File: config.mk
export PLATFORM = sky130hd
export DESIGN_NAME = collision_detect
export DESIGN_NICKNAME = d
export VERILOG_FILES = /design/src/rtl/game_pkg.sv /design/src/rtl/overlap_counter.sv /design/src/rtl/collision_detect.sv
export SDC_FILE = /design/constraint.sdc
export NUM_CORES = 1
export LEC_CHECK = 0
export CAP_MARGIN = 20
export CORE_MARGIN = 2
export CORE_UTILIZATION = 40
export CTS_BUF_LIST = sky130_fd_sc_hd__clkbuf_4
export DETAILED_ROUTE_END_ITERATION = 8
export PLACE_DENSITY = 0.67
export SETUP_SLACK_MARGIN = 0.05
export SYNTH_ARGS = -nofsm -noshare
export SYNTH_HDL_FRONTEND = slang
export SYNTH_SLANG_ARGS = --single-unit
File: constraint.sdc
create_clock -name CLK -period 4.95 [get_ports CLK]
set_input_delay 0.7425 -clock CLK [delete_from_list [all_inputs] [get_ports CLK]]
set_output_delay 0.7425 -clock CLK [all_outputs]
set_load 0.01 [all_outputs]
File: src/rtl/game_pkg.sv
// Shared game definitions: game FSM state codes, visible-window bounds and
// state-class helpers used by the level block, the top FSM and collision_detect.
package game_pkg;

  // Game FSM state codes (4 bits)
  localparam logic [3:0] ST_TITLE   = 4'd0;
  localparam logic [3:0] ST_CHARSEL = 4'd1;
  localparam logic [3:0] ST_IDLE    = 4'd2;
  localparam logic [3:0] ST_RUN1    = 4'd3;
  localparam logic [3:0] ST_RUN2    = 4'd4;
  localparam logic [3:0] ST_JUMP1   = 4'd5;
  localparam logic [3:0] ST_JUMP2   = 4'd6;
  localparam logic [3:0] ST_DUCK1   = 4'd7;
  localparam logic [3:0] ST_DUCK2   = 4'd8;
  localparam logic [3:0] ST_FAIL1   = 4'd9;
  localparam logic [3:0] ST_FAIL2   = 4'd10;

  // Visible window (inclusive) and the line whose first pixel closes a frame
  localparam logic [9:0] VIS_H_MIN   = 10'd143;
  localparam logic [9:0] VIS_H_MAX   = 10'd784;
  localparam logic [9:0] VIS_V_MIN   = 10'd34;
  localparam logic [9:0] VIS_V_MAX   = 10'd516;
  localparam logic [9:0] FRAME_END_V = 10'd517;

  // Collision detector FSM states
  typedef enum logic [1:0] {
    CD_DISARMED = 2'd0,
    CD_GRACE    = 2'd1,
    CD_ARMED    = 2'd2,
    CD_HIT      = 2'd3
  } cd_state_t;

  function automatic logic is_running(input logic [3:0] st);
    case (st)
      ST_RUN1, ST_RUN2, ST_JUMP1, ST_JUMP2, ST_DUCK1, ST_DUCK2: return 1'b1;
      default: return 1'b0;
    endcase
  endfunction

  function automatic logic is_hold(input logic [3:0] st);
    case (st)
      ST_FAIL1, ST_FAIL2: return 1'b1;
      default: return 1'b0;
    endcase
  endfunction

  // Codes that mean "no game in progress": force the detector back to DISARMED
  function automatic logic is_disarm(input logic [3:0] st);
    case (st)
      ST_TITLE, ST_CHARSEL, ST_IDLE: return 1'b1;
      default: return 1'b0;
    endcase
  endfunction

endpackage

File: src/rtl/overlap_counter.sv
// Per-frame overlap pixel counter: window test, saturating count, in_frame
// flag and single frame-end strobe per visible frame.
module overlap_counter
  import game_pkg::*;
#(
  parameter int CNTW  = 12,
  parameter int CIDXW = 3
) (
  input  logic              clk,
  input  logic              rst_n,
  input  logic              pix_en,
  input  logic [9:0]        hc,
  input  logic [9:0]        vc,
  input  logic [CIDXW:0]    obstacle_pix,
  input  logic [CIDXW:0]    player_pix,
  output logic              frame_end,
  output logic [CNTW-1:0]   count
);

  localparam logic [CNTW-1:0]  CNT_ONE  = CNTW'(1);
  localparam logic [CNTW-1:0]  CNT_ZERO = CNTW'(0);
  localparam logic [CIDXW:0]   PIX_NONE = (CIDXW + 1)'(0);

  logic            in_frame_r;
  logic [CNTW-1:0] count_r;
  logic            in_window_s;
  logic            overlap_s;
  logic            frame_end_s;

  assign in_window_s = (hc >= VIS_H_MIN) && (hc <= VIS_H_MAX) &&
                       (vc >= VIS_V_MIN) && (vc <= VIS_V_MAX);
  assign overlap_s   = pix_en && in_window_s &&
                       (obstacle_pix != PIX_NONE) && (player_pix != PIX_NONE);
  // in_frame guarantees only the first pix_en cycle on the end line fires
  assign frame_end_s = pix_en && (vc == FRAME_END_V) && in_frame_r;

  assign frame_end = frame_end_s;
  assign count     = count_r;

  // Arm at the top visible line, disarm on the frame-end strobe
  always_ff @(posedge clk or negedge rst_n) begin
    if (!rst_n) begin
      in_frame_r <= 1'b0;
    end else if (frame_end_s) begin
      in_frame_r <= 1'b0;
    end else if (pix_en && (vc == VIS_V_MIN)) begin
      in_frame_r <= 1'b1;
    end else begin
      in_frame_r <= in_frame_r;
    end
  end

  // Saturating overlap count, cleared in the same cycle it is evaluated
  always_ff @(posedge clk or negedge rst_n) begin
    if (!rst_n) begin
      count_r <= CNT_ZERO;
    end else if (frame_end_s) begin
      count_r <= CNT_ZERO;
    end else if (overlap_s && !(&count_r)) begin
      count_r <= count_r + CNT_ONE;
    end else begin
      count_r <= count_r;
    end
  end

endmodule

File: src/rtl/collision_detect.sv
// Player/obstacle collision detector: grace period after entering a running
// state, then a frame-granular threshold test producing a hit pulse and a
// held collided flag.
module collision_detect
  import game_pkg::*;
#(
  parameter int HIT_THRESH   = 8,
  parameter int GRACE_FRAMES = 30,
  parameter int CNTW         = 12,
  parameter int CIDXW        = 3
) (
  input  logic              CLK,
  input  logic              RESET_N,
  input  logic              pix_en,
  input  logic [3:0]        state,
  input  logic [9:0]        hc,
  input  logic [9:0]        vc,
  input  logic [CIDXW:0]    obstacle_pix,
  input  logic [CIDXW:0]    player_pix,
  output logic              hit,
  output logic              collided,
  output logic [CNTW-1:0]   last_count,
  output logic              armed
);

  localparam int              GW         = $clog2(GRACE_FRAMES + 1);
  localparam logic [GW-1:0]   GRACE_ZERO = GW'(0);
  localparam logic [GW-1:0]   GRACE_ONE  = GW'(1);
  localparam logic [GW-1:0]   GRACE_LAST = GW'(GRACE_FRAMES);
  localparam logic [CNTW-1:0] THRESH     = CNTW'(HIT_THRESH);

  cd_state_t       fsm_r, fsm_next_s;
  logic [GW-1:0]   grace_r, grace_next_s;
  logic            hit_r, hit_next_s;
  logic            collided_r, armed_r;
  logic [CNTW-1:0] last_count_r;
  logic            frame_end_s;
  logic [CNTW-1:0] frame_count_s;

  overlap_counter #(.CNTW(CNTW), .CIDXW(CIDXW)) u_overlap (
    .clk          (CLK),
    .rst_n        (RESET_N),
    .pix_en       (pix_en),
    .hc           (hc),
    .vc           (vc),
    .obstacle_pix (obstacle_pix),
    .player_pix   (player_pix),
    .frame_end    (frame_end_s),
    .count        (frame_count_s)
  );

  // Next-state logic; a disarm code beats any same-cycle frame evaluation
  always_comb begin
    fsm_next_s   = fsm_r;
    grace_next_s = grace_r;
    hit_next_s   = 1'b0;
    if (is_disarm(state)) begin
      fsm_next_s   = CD_DISARMED;
      grace_next_s = GRACE_ZERO;
    end else begin
      case (fsm_r)
        CD_DISARMED: begin
          if (is_running(state)) begin
            fsm_next_s   = CD_GRACE;
            grace_next_s = GRACE_ZERO;
          end else begin
            fsm_next_s = CD_DISARMED;
          end
        end
        CD_GRACE: begin
          if (frame_end_s && !is_hold(state)) begin
            if (grace_r + GRACE_ONE == GRACE_LAST) begin
              fsm_next_s   = CD_ARMED;
              grace_next_s = GRACE_LAST;
            end else begin
              grace_next_s = grace_r + GRACE_ONE;
            end
          end else begin
            grace_next_s = grace_r;
          end
        end
        CD_ARMED: begin
          if (frame_end_s && !is_hold(state) && (frame_count_s >= THRESH)) begin
            fsm_next_s = CD_HIT;
            hit_next_s = 1'b1;
          end else begin
            fsm_next_s = CD_ARMED;
          end
        end
        CD_HIT: begin
          fsm_next_s = CD_HIT;
        end
        default: begin
          fsm_next_s   = CD_DISARMED;
          grace_next_s = GRACE_ZERO;
        end
      endcase
    end
  end

  // FSM state and grace frame counter
  always_ff @(posedge CLK or negedge RESET_N) begin
    if (!RESET_N) begin
      fsm_r   <= CD_DISARMED;
      grace_r <= GRACE_ZERO;
    end else begin
      fsm_r   <= fsm_next_s;
      grace_r <= grace_next_s;
    end
  end

  // Registered outputs, aligned with the state they describe
  always_ff @(posedge CLK or negedge RESET_N) begin
    if (!RESET_N) begin
      hit_r        <= 1'b0;
      collided_r   <= 1'b0;
      armed_r      <= 1'b0;
      last_count_r <= CNTW'(0);
    end else begin
      hit_r      <= hit_next_s;
      collided_r <= (fsm_next_s == CD_HIT);
      armed_r    <= (fsm_next_s == CD_ARMED);
      if (frame_end_s) begin
        last_count_r <= frame_count_s;
      end else begin
        last_count_r <= last_count_r;
      end
    end
  end

  assign hit        = hit_r;
  assign collided   = collided_r;
  assign armed      = armed_r;
  assign last_count = last_count_r;

endmodule

Yosys cells after proc, flatten, opt, wreduce, memory -nomap -nowiden:

Cells that the tools add are included.

* register bits after elaboration: 35
* input bits: 35
* output and inout port bits: 15
* word-level logic and storage cells: 90

* add/sub/neg operators: 2
* magnitude comparators: 5
* equal/unequal tests: 20
* multiplexer cells: 27
* reductions and logical operators: 28

Operators by type and width (number)
* 12-bit two-way mux: 2
* 10-bit <= comparator, second input constant: 2
* 5-bit two-way mux: 4
* 4-bit by 3-bit equality test with 1-bit output, second input constant: 4
* 1-bit two-way mux: 16
* 1-bit logical AND: 13
* 12-bit by 1-bit adder with 12-bit output, second input constant: 1
* 4-bit equality test, second input constant: 3
* 12-bit by 4-bit >= comparator with 1-bit output, second input constant: 1
* 12-bit AND reduction: 1
* 10-bit equality test, second input constant: 1
* 10-bit by 6-bit equality test with 1-bit output, second input constant: 1
* 10-bit by 6-bit >= comparator with 1-bit output, second input constant: 1
* 10-bit by 8-bit >= comparator with 1-bit output, second input constant: 1
* 5-bit case mux with 2 select lines: 1
* 2-bit equality test, second input constant: 4
* 4-bit by 2-bit equality test with 1-bit output, second input constant: 2
* 2-bit case mux with 4 select lines: 1
* 4-bit nonzero test: 2
* 2-bit two-way mux: 3
* 3-bit != test, second input constant: 2
* 6-bit OR reduction: 1
* 5-bit by 1-bit adder with 5-bit output, second input constant: 1
* 5-bit equality test, second input constant: 1
* other kinds (10): 13

Logic depth before layout (Yosys ltp):

* depth after elaboration: 12
* gate-level depth with buffers: 7
* depth with buffers taken out: 6

Modules after synthesis:

A second synthesis with hierarchy kept.

* cell total of the unflattened synthesis: 189
* area total of the unflattened synthesis: 1990.7 µm²

Modules (own cells, without submodules)
* collision_detect: times used 1, cells each 84, area each 1021.0 µm², sequential area each 550.5 µm²
* overlap_counter: times used 1, cells each 105, area each 969.7 µm², sequential area each 325.3 µm²

Worst setup path before layout:

Ideal clock, no wire load.

* path kind: input -> register
* start point: in vc[7]
* end point: reg grace_r[3]
* setup time: 0.121 ns
* data arrival time: 1.880 ns
* required time: 4.829 ns
* setup slack: 2.949 ns
* stages: 5
* buffers on the path: 0
* cells stage by stage: nor3_2 > and4_4 > a21oi_2 > or3_1 > a22o_1

* word-level cells in the longest chain between the ends: 6

RTL lines
* start, declared: RTL line collision_detect.sv:17 `input logic [9:0] vc,`
* 10-bit equality test: RTL line overlap_counter.sv:35 `assign frame_end_s = pix_en && (vc == FRAME_END_V) && in_frame_r;`
* 1-bit logical AND (2 in a row): RTL line overlap_counter.sv:35
* 1-bit logical AND: RTL line collision_detect.sv:71 `if (frame_end_s && !is_hold(state)) begin`
* 3-bit != test (no source line)
* 3-bit AND reduction (no source line)
* end signal, assigned: RTL line collision_detect.sv:108 `grace_r <= grace_next_s;`
* end, declared: RTL line collision_detect.sv:33 `logic [GW-1:0] grace_r, grace_next_s;`

No other way between the ends.
A chain may end at the register's enable or synchronous reset.

Final worst setup path:

* start point: in vc[2]
* end point: reg fsm_r[0]

* word-level cells in the longest chain between the ends: 8
* elaborated cells on any way between the ends: 10
* those cells by class: eq/ne (1); mux (4); reduce/logical (5)

RTL lines
* 10-bit equality test *: RTL line overlap_counter.sv:35
* 1-bit logical AND * (2 in a row): RTL line overlap_counter.sv:35
* 1-bit logical AND (2 in a row): RTL line collision_detect.sv:83 `if (frame_end_s && !is_hold(state) && (frame_count_s >= THRESH)) begin`
* 1-bit two-way mux: RTL line collision_detect.sv:83
* 2-bit case mux with 4 select lines *: RTL line collision_detect.sv:61 `case (fsm_r)`
* 2-bit two-way mux *: RTL line collision_detect.sv:57 `if (is_disarm(state)) begin`
* net fsm_next_s[0]: RTL line collision_detect.sv:32 `cd_state_t fsm_r, fsm_next_s;`
* end signal, assigned: RTL line collision_detect.sv:107 `fsm_r <= fsm_next_s;`
* end, declared: RTL line collision_detect.sv:32

Mark *: on every way through the listed nets, which the timed path passes. The rest lies on a longest branch.

==> summary.txt <==
Synthesis
  • Mapped Nets: between 200 and 300
  • Ys Warns: 0
  • Post-Syn Area: 0.00200 mm2
  • Synthesis-stage register bit count: 35
  • Library cells used by synthesis: between 50 and 60
  • Post-synth EDFFs: 0
  • Mapped Avg Cell Area: 9.22 um2
  • Ys flop type: dfrtp_1
  • Cell count after synthesis: 217
  • FFs w/ async S/R, synth: 100%
  • Sequential fraction of the synthesis area: between 40% and 50%

STA
  • Count of final hold-check violations: 0
  • Tcrit/Tclk final: 53.8%
  • WHS: 0.483 ns
  • PnR worst setup slack: about 2.3 ns
  • Max Clock Freq: 375 MHz
  • RSZ-0062 raised after global routing: no
  • Tmin final: about 2.7 ns
  • Final Skew: 0.00641 ns
  • # setup viols final: 0
  • Worst Tran Pin Value: just over 0.7 ns
  • Setup_tns: 0 ns
  • Fin. max-slew vios: 0
  • Slew margin rel.: 52.5%

Setup path
  • Worst-path maximum fanout: 28
  • WP buf/inv: 1
  • Crit path max-delay family: simple AND/OR/NAND/NOR gates
  • CP arrival: slightly below 3 ns
  • Critical path, cell by cell: clkdlybuf4s50_1 > and4_1 > nand4_2 > nor3_2 > nor3_2 > nor4_1
  • Crit path required time: 5.18 ns
  • CP Capture Type: flop
  • CP most frequent cell: nor3_2
  • Worst setup SP type: input port
  • CP Class: input port to flop
  • Slowest-stage cell, CP: nand4_2
  • Max stage delay on crit path: 0.58 ns

Finish
  • Ratio of cells with drive above 1 in the final layout: roughly 8.6%
  • Area delta synth->final: 30.6%
  • Final Net Count: 307
  • Most frequent cells in the layout: clkdlybuf4s50_1 (49), nand2_1 (44), dfrtp_1 (35)
  • Post-layout util: ~55%
  • Final cell count without fillers: between 300 and 400
  • Fillers: ~460
  • Area occupied by multi-input gates: 0.00107 mm2
  • Most common cell after layout, fill and taps aside: clkdlybuf4s50_1
  • Inserted Diodes: 0
  • Register Area: 876 um2
  • Design Area, Final: 0.00261 mm2

Worst hold path
  • Worst Hold Class: flop to flop

Drt
  • Via/cell ratio: 5.42
  • ANT nets after route: 0
  • WL/cell: 13.2 um
  • Routed wire length: 4440 um
  • Initial DRC count: 121
  • DR pass1 iterations: 4
  • Residual DRC: 0
  • Via count: 1820

CTS
  • Clk buf depth: 2
  • CTS tree: done
  • Worst skew pair latency: 0.34 ns
  • Number of clock sinks: 35
  • CTS resizes: 0
  • Root Buffer: clkbuf_4
  • H-tree depth: 2
  • CTS buffer count: 5
  • Clock slew at reported path FFs: 0.10 ns
  • Post-CTS Setup Bufs: 0
  • Hold_buf cts: 0

Die
  • Die Footprint: 0.00558 mm2
  • # IOs: 50
  • Initial core utilization: between 40% and 50%
  • Die width: roughly 75 um
  • Die Span Y: 74.7 um
  • Core area: 0.00479 mm2
  • Row count: 25

Placement
  • DP HPWL: 3290 um
  • Area after DPL: 0.00255 mm2
  • DP Cell Count: 328
  • Final GP Congestion: 0.859
  • Setup WS pre-CTS: 1.96 ns
  • IO buf count: 49

Global routing
  • GRT Overall Usage: roughly 18%
  • Vias in the first global route: 1687
  • Antenna violations before repair: 0
  • Largest net degree at the start of global routing: 36
  • First-pass GRT wire length: 7580 um
  • GRT overflow: 0

Run
  • Max Cap Viol: 0

Power
  • VDD IR max: 149 uV
  • PD cells: 261 mW/mm2
  • LEAKAGE: 1.22 nW
  • Total power: 0.681 mW

Status
  • Status: completed
==> where the power goes <==
group | leakage [nW] | switching, mW | internal (mW)
logic | 0.707 | 0.0705 | 0.0845
clock network | 0.0361 | 0.0941 | 0.0663
registers | 0.477 | 0.0490 | 0.317
total | 1.22 | 0.214 | 0.467
==> path summary, 6_finish.rpt <==
| kind | startpoint | endpoint | slack [ns] | cells after the start |
|---|---|---|---|---|
| max | vc[2] | fsm_r[0]$_DFF_PN0_ | 2.29 | 6 |
| min | last_count[7]$_DFFE_PN0N_ | last_count[7]$_DFFE_PN0N_ | 0.48 | 2 |
| max reg2reg | u_overlap.in_frame_r$_DFFE_PN0P_ | fsm_r[0]$_DFF_PN0_ | 2.84 | 5 |
| min reg2reg | last_count[7]$_DFFE_PN0N_ | last_count[7]$_DFFE_PN0N_ | 0.48 | 2 |
| max in group asynchronous | RESET_N | collided$_DFF_PN0_ | 3.82 | 2 |
| min in group asynchronous | RESET_N | u_overlap.count[1]$_DFFE_PN0P_ | 0.82 | 2 |
==> tightest hold or removal path: stages, from the launching register on <==
cell,delay [ns]
dfrtp_1,0.35
nand2_1,0.05
nand2_1,0.05
==> per-layer routing <==
layer | vias to the layer above | routed length, um | global-route usage, %
li1 | 899 | - | -
met1 | 871 | 2010 | 22.8
met2 | 44 | 2200 | 29.6
met3 | 6 | 177 | 3.88
met4 | 0 | 53 | 5.36
met5 | - | 0 | 0
==> layout make-up <==
cell class / count / share of cell area (%)
Sequential cell: 35 / 33.5
Inverter: 6 / 0.862
Tap cell: 67 / 3.21
Timing Repair Buffer: 50 / 19.1
Clock inverter: 1 / 0.192
Multi-Input combinational cell: 170 / 41.1
Clock buffer: 7 / 2.01
==> cell usage after synthesis (4+ instances only) <==
cell type / count / area (um2)
a31o_2: 4 / 35.0
nand3_1: 10 / 50.1
nor2_1: 11 / 41.3
ha_1: 4 / 50.1
inv_1: 6 / 22.5
mux2i_1: 6 / 60.1
nor2b_1: 6 / 37.5
clkbuf_1: 4 / 15.0
nand2_1: 44 / 165
dfrtp_1: 35 / 876
o21ai_0: 7 / 35.0
nor3_1: 5 / 25.0
nand4_1: 6 / 37.5
nor3_2: 4 / 40.0
and3_1: 5 / 31.3
nor4_1: 5 / 31.3
o31ai_1: 4 / 30.0
==> state kept, by name, summed over array words and instances, names as in the netlist <==
register and count:
fsm_r 2, u_overlap.count 12, grace_r 5, hit 1, u_overlap.in_frame_r 1, last_count 12, armed 1, collided 1
==> logic make-up (layout without fill, tap and decap cells) <==
group,count (synthesis),after routing,synth area share (%)
AOI/OAI and AO/OA,39,39,14.7
muxes,6,6,3.00
DFF,35,35,43.8
xor gates and xnor gates,3,3,1.31
and+or+nand+nor,118,118,32.2
adders and majority gates,4,4,2.50
buffers and inverters,12,64,2.50
No activity file was read; power rests on OpenSTA's default activity.
